$ cat config.mk
export PLATFORM = sky130hd
export DESIGN_NAME = param_seq_gen
export DESIGN_NICKNAME = d
export VERILOG_FILES = /design/src/rtl/param_seq_pkg.sv /design/src/rtl/seq_feedback.sv /design/src/rtl/param_seq_gen.sv
export SDC_FILE = /design/constraint.sdc
export NUM_CORES = 1
export LEC_CHECK = 0
export BUFFER_PORTS_ARGS = -buffer_cell sky130_fd_sc_hd__buf_2
export CAP_MARGIN = 20
export CORE_MARGIN = 2
export CORE_UTILIZATION = 25
export CTS_CLUSTER_DIAMETER = 200
export DETAILED_ROUTE_END_ITERATION = 10
export PLACE_DENSITY = 0.51
export SETUP_SLACK_MARGIN = 0.05
export SLEW_MARGIN = 20
export SYNTH_ARGS = -nofsm -noshare
export SYNTH_HDL_FRONTEND = slang
export SYNTH_SLANG_ARGS = --single-unit
export TNS_END_PERCENT = 1
$ cat constraint.sdc
create_clock -name clk -period 3.2 [get_ports clk]
set_input_delay 0.32 -clock clk [delete_from_list [all_inputs] [get_ports clk]]
set_output_delay 0.32 -clock clk [all_outputs]
set_load 0.05 [all_outputs]
$ cat src/rtl/param_seq_pkg.sv
// Shared definitions for the parameterised sequence generator.
// Holds the 2-bit feedback mode codes used by the register and its feedback logic.
package param_seq_pkg;

  localparam logic [1:0] MODE_RING  = 2'b00;
  localparam logic [1:0] MODE_LFSR  = 2'b01;
  localparam logic [1:0] MODE_NAND  = 2'b10;
  localparam logic [1:0] MODE_BURST = 2'b11;

endpackage

$ cat src/rtl/seq_feedback.sv
// Combinational feedback bit for the sequence generator's shift register.
// The selected mode decides how the current state and tap mask form the new LSB.
module seq_feedback
  import param_seq_pkg::*;
#(
  parameter int WIDTH = 8
) (
  input  logic [WIDTH-1:0] q,
  input  logic [WIDTH-1:0] taps,
  input  logic [1:0]       mode,
  output logic             fb
);

  always_comb begin
    fb = q[WIDTH-1];
    case (mode)
      MODE_RING, MODE_BURST: fb = q[WIDTH-1];
      // An all-zero state would lock the LFSR forever, so inject a 1 to escape.
      MODE_LFSR:             fb = (q == '0) ? 1'b1 : ^(q & taps);
      MODE_NAND:             fb = ~&(q | ~taps);
      default:               fb = q[WIDTH-1];
    endcase
  end

endmodule

$ cat src/rtl/param_seq_gen.sv
// Parameterised shift-register sequence generator with ring, LFSR, NAND and
// counted-burst modes; the burst counter and done pulse live here.
module param_seq_gen
  import param_seq_pkg::*;
#(
  parameter int WIDTH = 8,
  parameter int CNTW  = 16
) (
  input  logic             clk,
  input  logic             rst,
  input  logic             en,
  input  logic [1:0]       mode,
  input  logic             load,
  input  logic [WIDTH-1:0] seed,
  input  logic [WIDTH-1:0] taps,
  input  logic [CNTW-1:0]  burst_len,
  output logic [WIDTH-1:0] q,
  output logic             f,
  output logic             busy,
  output logic             done
);

  logic [WIDTH-1:0] shift_q, shift_d;
  logic [CNTW-1:0]  cnt_q, cnt_d;
  logic             done_q, done_d;
  logic             fb;
  logic             is_burst;

  seq_feedback #(.WIDTH(WIDTH)) u_feedback (
    .q    (shift_q),
    .taps (taps),
    .mode (mode),
    .fb   (fb)
  );

  assign is_burst = (mode == MODE_BURST);

  always_comb begin
    shift_d = shift_q;
    cnt_d   = cnt_q;
    done_d  = 1'b0;
    if (load) begin
      shift_d = seed;
      cnt_d   = burst_len;
      // A zero-length burst completes immediately without shifting.
      done_d  = is_burst && (burst_len == '0);
    end else if (en) begin
      if (!is_burst) begin
        shift_d = {shift_q[WIDTH-2:0], fb};
      end else if (cnt_q != '0) begin
        shift_d = {shift_q[WIDTH-2:0], fb};
        cnt_d   = cnt_q - CNTW'(1);
        done_d  = (cnt_q == CNTW'(1));
      end
    end
  end

  always_ff @(posedge clk or negedge rst) begin
    if (!rst) begin
      shift_q <= '0;
      cnt_q   <= '0;
      done_q  <= 1'b0;
    end else begin
      shift_q <= shift_d;
      cnt_q   <= cnt_d;
      done_q  <= done_d;
    end
  end

  assign q    = shift_q;
  assign f    = shift_q[WIDTH-1];
  assign busy = is_burst && (cnt_q != '0);
  assign done = done_q;

endmodule

# Word-level counts from Yosys, hierarchy flattened
# Index checks and enable logic that the tools add are counted.
# word_totals
inputBits	38
ff_bits	25
output_inout_bits	11
# classes
n_eq_ne	5
n_mux	14
addsub	1
n_reduce_logical	15
n_bitwise	3
# op_table
op	count
16-bit 2-to-1 mux	4
8-bit 2-to-1 mux	4
16-bit by 1-bit equality test with 1-bit output (second input constant)	1
16-bit logical NOT	1
16-bit nonzero test	1
16-bit by 1-bit subtractor with 16-bit output (second input constant)	1
8-bit AND	1
8-bit logical NOT	1
8-bit inverter	1
8-bit bitwise OR	1
8-bit AND reduction	1
8-bit parity	1
2-bit nonzero test	3
1-bit 2-to-1 mux	5
2-bit equality test (second input constant)	2
3-bit by 2-bit inequality test with 1-bit output (second input constant)	1
1-bit case mux with 3 select lines	1
3-bit AND reduction	1
2-bit by 1-bit equality test with 1-bit output (second input constant)	1
1-bit logical AND	2
2-bit logical NOT	1
2-bit AND reduction	1
2-bit OR reduction	1
1-bit logical NOT	1

# Logic depth before layout (Yosys ltp)
# logic_depth
ltp_word	9
mapped_depth	9
depth_no_buf	8

# Cells and area by module
# A second synthesis with hierarchy kept.
# hier_totals
cells_unflattened	226
hier_area_um2	1818.0
# modules_own_cells
module	instances	area_each_um2	cells_each	seq_area_each_um2
param_seq_gen	1	1584.0	188	625.6
seq_feedback	1	234.0	38	0.0

# Worst setup path after synthesis
# OpenSTA, ideal clock, no wires.
# synth_path
path_type	register to register
start	register cnt_q[0]
end	register shift_q[3] (netlist: q[3])
path_stages_with_launch	9
n_path_buf	1
synth_period_minus_slack_ns	2.308
required_ns	3.068
slack_ns	0.892
arrival_time_ns	2.176
path_cell_list	dfrtp_1 inv_1 ha_1 or4b_1 or4_4 buf_6 o21ai_4 mux2i_1 o21ai_1
# synth_between
elab_chain_len	3
# synth_rtl
item	line	source
start, declared	param_seq_gen.sv:24	logic [CNTW-1:0] cnt_q, cnt_d;
start signal, assigned	param_seq_gen.sv:65	cnt_q <= cnt_d;
16-bit nonzero test	param_seq_gen.sv:50	end else if (cnt_q != '0) begin
3-bit by 2-bit inequality test with 1-bit output (no line)	--	
2-bit AND reduction (no line)	--	
end signal, assigned	param_seq_gen.sv:64	shift_q <= shift_d;
end, declared	param_seq_gen.sv:23	logic [WIDTH-1:0] shift_q, shift_d;
# No other way between the ends.
# A chain may end at the register's enable or synchronous reset.

# Worst setup path after layout
# layout_path
start	register cnt_q[0]
end	output port busy
# layout_between
elab_chain_len	2
# layout_rtl
item	line	source
16-bit nonzero test	param_seq_gen.sv:72	assign busy = is_burst && (cnt_q != '0);
1-bit logical AND	param_seq_gen.sv:72	
end, declared	param_seq_gen.sv:19	output logic busy,
# No other way between the ends.

==> summary.md <==
| Metric | Value |
|---|---|
| Sw Ratio | between 30% and 40% |
| Vert. Die Dim | roughly 85 µm |
| Drt pass-1 iters | 4 |
| Syn Area/Cell | ~9 µm² |
| Register bit count reported by yosys | 25 |
| Peak supply drop | between 0.15 and 0.2 mV |
| Vias per inst | between 4 and 5 |
| Post-synth cell types | 34 |
| Worst setup SP type | flop |
| Clock edge transition at the registers on the reported setup and hold paths | about 0.09 ns |
| Total CTS buffers | 3 |
| Remaining routing DRC violations | 0 |
| Worst-margin pin slew | around 0.75 ns |
| Total overflow reported by the global router | 0 |
| Number of maximum-capacitance constraint violations | 0 |
| Number of diodes added for antenna fixing | 0 |
| Largest buffer count on any clock path | 2 |
| Share of the cycle needed by the critical path after routing | between 80% and 90% |
| Clock group share of total power | 23.7% |
| Placement Cell Area | around 2000 µm² |
| Unrepaired setup endpoints after global routing | false |
| Synth Warn # | 0 |
| Crit path launch | cnt_q[0] |
| Pins Over Slew Limit | 0 |
| Post-DRT Antenna Nets | 0 |
| Initial DRC Count | 39 |
| Area of all placed cells without fillers | 2000 µm² |
| Count of mapped cells out of synthesis | 188 |
| Core box area | 6390 µm² |
| Standby leakage power | a little over 0.0009 µW |
| Max Clock Skew | a little under 0.005 ns |
| Netlist Area Pre-Place | between 1500 and 2000 µm² |
| Final setup violation count | 0 |
| Sequential group share of total power | about half |
| Fmax | 378 MHz |
| Routed vias | 1440 |
| Net count after synthesis | between 200 and 250 |
| WL per Instance | 13.2 µm |
| Effective utilization at floorplan | about a quarter |
| Wire length after detailed routing | just over 4000 µm |
| Antenna violations before repair | 0 |
| Placer congestion estimate | ~0.84 |
| Count of instances resized after the clock tree is built | 0 |
| Number of top-level pins | 49 |
| Result of the run | finished clean |
| Die Span X | between 80 and 90 µm |
| Depth of the worst register-to-register path | 7 |
| Die outline area | between 7000 and 8000 µm² |
| Pin count of the biggest net entering global routing | 48 |
| Relative area change from synthesis to final layout | 20.8% |
| Post-cts hold buffer count | 0 |
| Number of clock sinks seen by CTS | 25 |
| Fraction of layout instances using a drive strength above 1 | around 26% |
| Number of global-route vias before repair | roughly 1400 |
| Type of element capturing the critical path | output port |
| Arrival time reported for the critical path endpoint | between 2 and 2.5 ns |
| Worst hold path class | input pin to async pin |
| Worst R2R Setup Slack | approximately 0.76 ns |
| Max_slew headroom | between 50% and 60% |
| Internal power | about 520 µW |
| Start of the worst register-to-register path | cnt_q[0] |
| Overall fraction of global-route tracks in use | 11.9% |
| Time the worst path needs with I/O delays and setup | between 2 and 3 ns |
| Destination of the worst register-to-register timing path | q[3] |
| Final setup TNS | 0 ns |
| Cell Pwr Density | 402 nW/µm² |
| Wire length of the first global-routing pass | around 6900 µm |
| H-tree level count | 1 |
| Clock tree from TritonCTS | yes |
| HPWL reported at the end of detailed placement | ~3200 µm |
| Worst skew pair latency | between 0.2 and 0.3 ns |
| Combinational Power Share | around 28% |
| Buffer cell driving the clock tree root | sky130_fd_sc_hd__clkbuf_8 |
| Setup bufs post-CTS | 0 |
| Final hold violation count | 0 |
| Destination of the critical timing path | busy |
| Number of buffers inserted by port buffering | 48 |
| Data required time of the worst path | 2.88 ns |
| Fillcell total | 699 |
| Psw | approximately 280 µW |
| Number of placement rows | 29 |
| Worst setup path class | flop to output port |
| Share of synthesized area occupied by flip-flops and latches | a little under two fifths |
| Maximum fanout along the worst path | 6 |
| Number of nets in the layout | 277 |
critical path, cell delays in order (launching register included):
cell	delay, ns
sky130_fd_sc_hd__dfrtp_1	0.41
sky130_fd_sc_hd__inv_1	0.10
sky130_fd_sc_hd__ha_1	0.21
sky130_fd_sc_hd__or4b_1	0.43
sky130_fd_sc_hd__or4_4	0.47
sky130_fd_sc_hd__and2_2	0.23
sky130_fd_sc_hd__buf_2	0.21
power by group through the flow:
stage	clock network, µW	logic (µW)	registers, µW
after detailed placement	0	227	395
after global placement	0	226	395
after CTS	200	227	389
final	190	224	389
after global routing	213	249	396
after floorplan	0	122	422
cells by family after synthesis:
logic type               after synthesis  synth area share [%]
XOR/XNOR                              22                  11.7
buffers and inverters                 21                  5.45
AO/OA/AOI/OAI                         31                  11.5
AND/OR/NAND/NOR                       73                  22.8
adder cells (fa/ha/maj)                5                  3.79
multiplexers                          11                  6.96
flip-flops                            25                  37.9
cells in the mapped netlist:
library cell,count,area share (%)
sky130_fd_sc_hd__a211o_1,1,0.53
sky130_fd_sc_hd__xor2_1,10,5.3
sky130_fd_sc_hd__and2_2,1,0.45
sky130_fd_sc_hd__a21oi_1,1,0.30
sky130_fd_sc_hd__o21ai_4,1,0.98
sky130_fd_sc_hd__nor2b_1,1,0.38
sky130_fd_sc_hd__buf_6,1,0.68
sky130_fd_sc_hd__nor2_1,7,1.6
sky130_fd_sc_hd__inv_1,14,3.2
sky130_fd_sc_hd__a22o_1,1,0.53
sky130_fd_sc_hd__or4b_1,1,0.61
sky130_fd_sc_hd__a221oi_1,1,0.53
sky130_fd_sc_hd__a41o_1,1,0.61
sky130_fd_sc_hd__clkbuf_1,5,1.1
sky130_fd_sc_hd__or4_4,2,1.4
sky130_fd_sc_hd__buf_4,1,0.45
sky130_fd_sc_hd__dfrtp_1,25,38
sky130_fd_sc_hd__xnor2_1,12,6.4
sky130_fd_sc_hd__o21ai_1,7,2.1
sky130_fd_sc_hd__or3_1,2,0.76
sky130_fd_sc_hd__o21ai_0,13,3.9
sky130_fd_sc_hd__o22ai_1,4,1.5
sky130_fd_sc_hd__mux2_2,4,2.7
sky130_fd_sc_hd__ha_1,5,3.8
sky130_fd_sc_hd__mux2i_1,7,4.2
sky130_fd_sc_hd__and4_2,1,0.61
sky130_fd_sc_hd__nand2_1,32,7.3
sky130_fd_sc_hd__nand4b_1,1,0.53
sky130_fd_sc_hd__nor4_1,12,4.5
sky130_fd_sc_hd__nand3_1,4,1.2
sky130_fd_sc_hd__nor3_1,4,1.2
sky130_fd_sc_hd__nand3b_1,1,0.45
sky130_fd_sc_hd__a22oi_1,1,0.45
sky130_fd_sc_hd__or4_1,4,1.8
area by class of cell:
type | count | area, µm² | share of cell area (%)
sequential | 25 | 626 | 31.3
timing repair buffer | 48 | 240 | 12.0
tap | 77 | 96.3 | 4.82
multi-input combinational | 142 | 937 | 46.9
clock buffer | 4 | 45.0 | 2.26
inverter | 14 | 52.6 | 2.63
stage by stage:
stage | util [%] | setup slack, ns | hold slack (ns) | power (µW) | instances
floorplan | - | 0.892 | 0.0244 | 544 | 188
global placement | 30.6 | 0.826 | 0.359 | 621 | 306
detailed placement | 30.6 | 0.763 | 0.362 | 621 | 306
CTS | 31.3 | 0.541 | 0.0643 | 816 | 310
global route | 31.3 | 0.436 | 0.0821 | 858 | 310
finish | 31.3 | 0.555 | 0.0465 | 803 | 310
flip-flops by register name, summed over array words and instances (netlist names):
register	count
q	8
cnt_q	16
done	1
worst min path at each step:
stage	end	startpoint	cells after the start
final	q[1]	rst	1
after CTS	q[1]	rst	1
after detailed placement	q[1]	rst	1
after global placement	q[1]	rst	1
after floorplan	cnt_q[0]	rst	0
after global routing	q[1]	rst	1
per-layer routing:
metal / up-vias / wire length, µm / GRT usage [%]
li1: 745 / - / -
met2: 17 / 1950 / 19.2
met5: - / 0 / 0
met3: 2 / 112 / 1.56
met1: 676 / 2000 / 16.6
met4: 0 / 42 / 3.46
cell usage in the layout (no fill, tap or decap), types with 5 or more instances in the layout:
cell                      count
sky130_fd_sc_hd__inv_1       14
sky130_fd_sc_hd__nor4_1      12
sky130_fd_sc_hd__nand2_1     32
sky130_fd_sc_hd__ha_1         5
sky130_fd_sc_hd__nor2_1       7
sky130_fd_sc_hd__xor2_1      10
sky130_fd_sc_hd__xnor2_1     12
sky130_fd_sc_hd__o21ai_0     13
sky130_fd_sc_hd__mux2i_1      7
sky130_fd_sc_hd__o21ai_1      7
sky130_fd_sc_hd__buf_2       48
sky130_fd_sc_hd__dfrtp_1     25
Note: power is estimated with default switching activity, not from simulation.
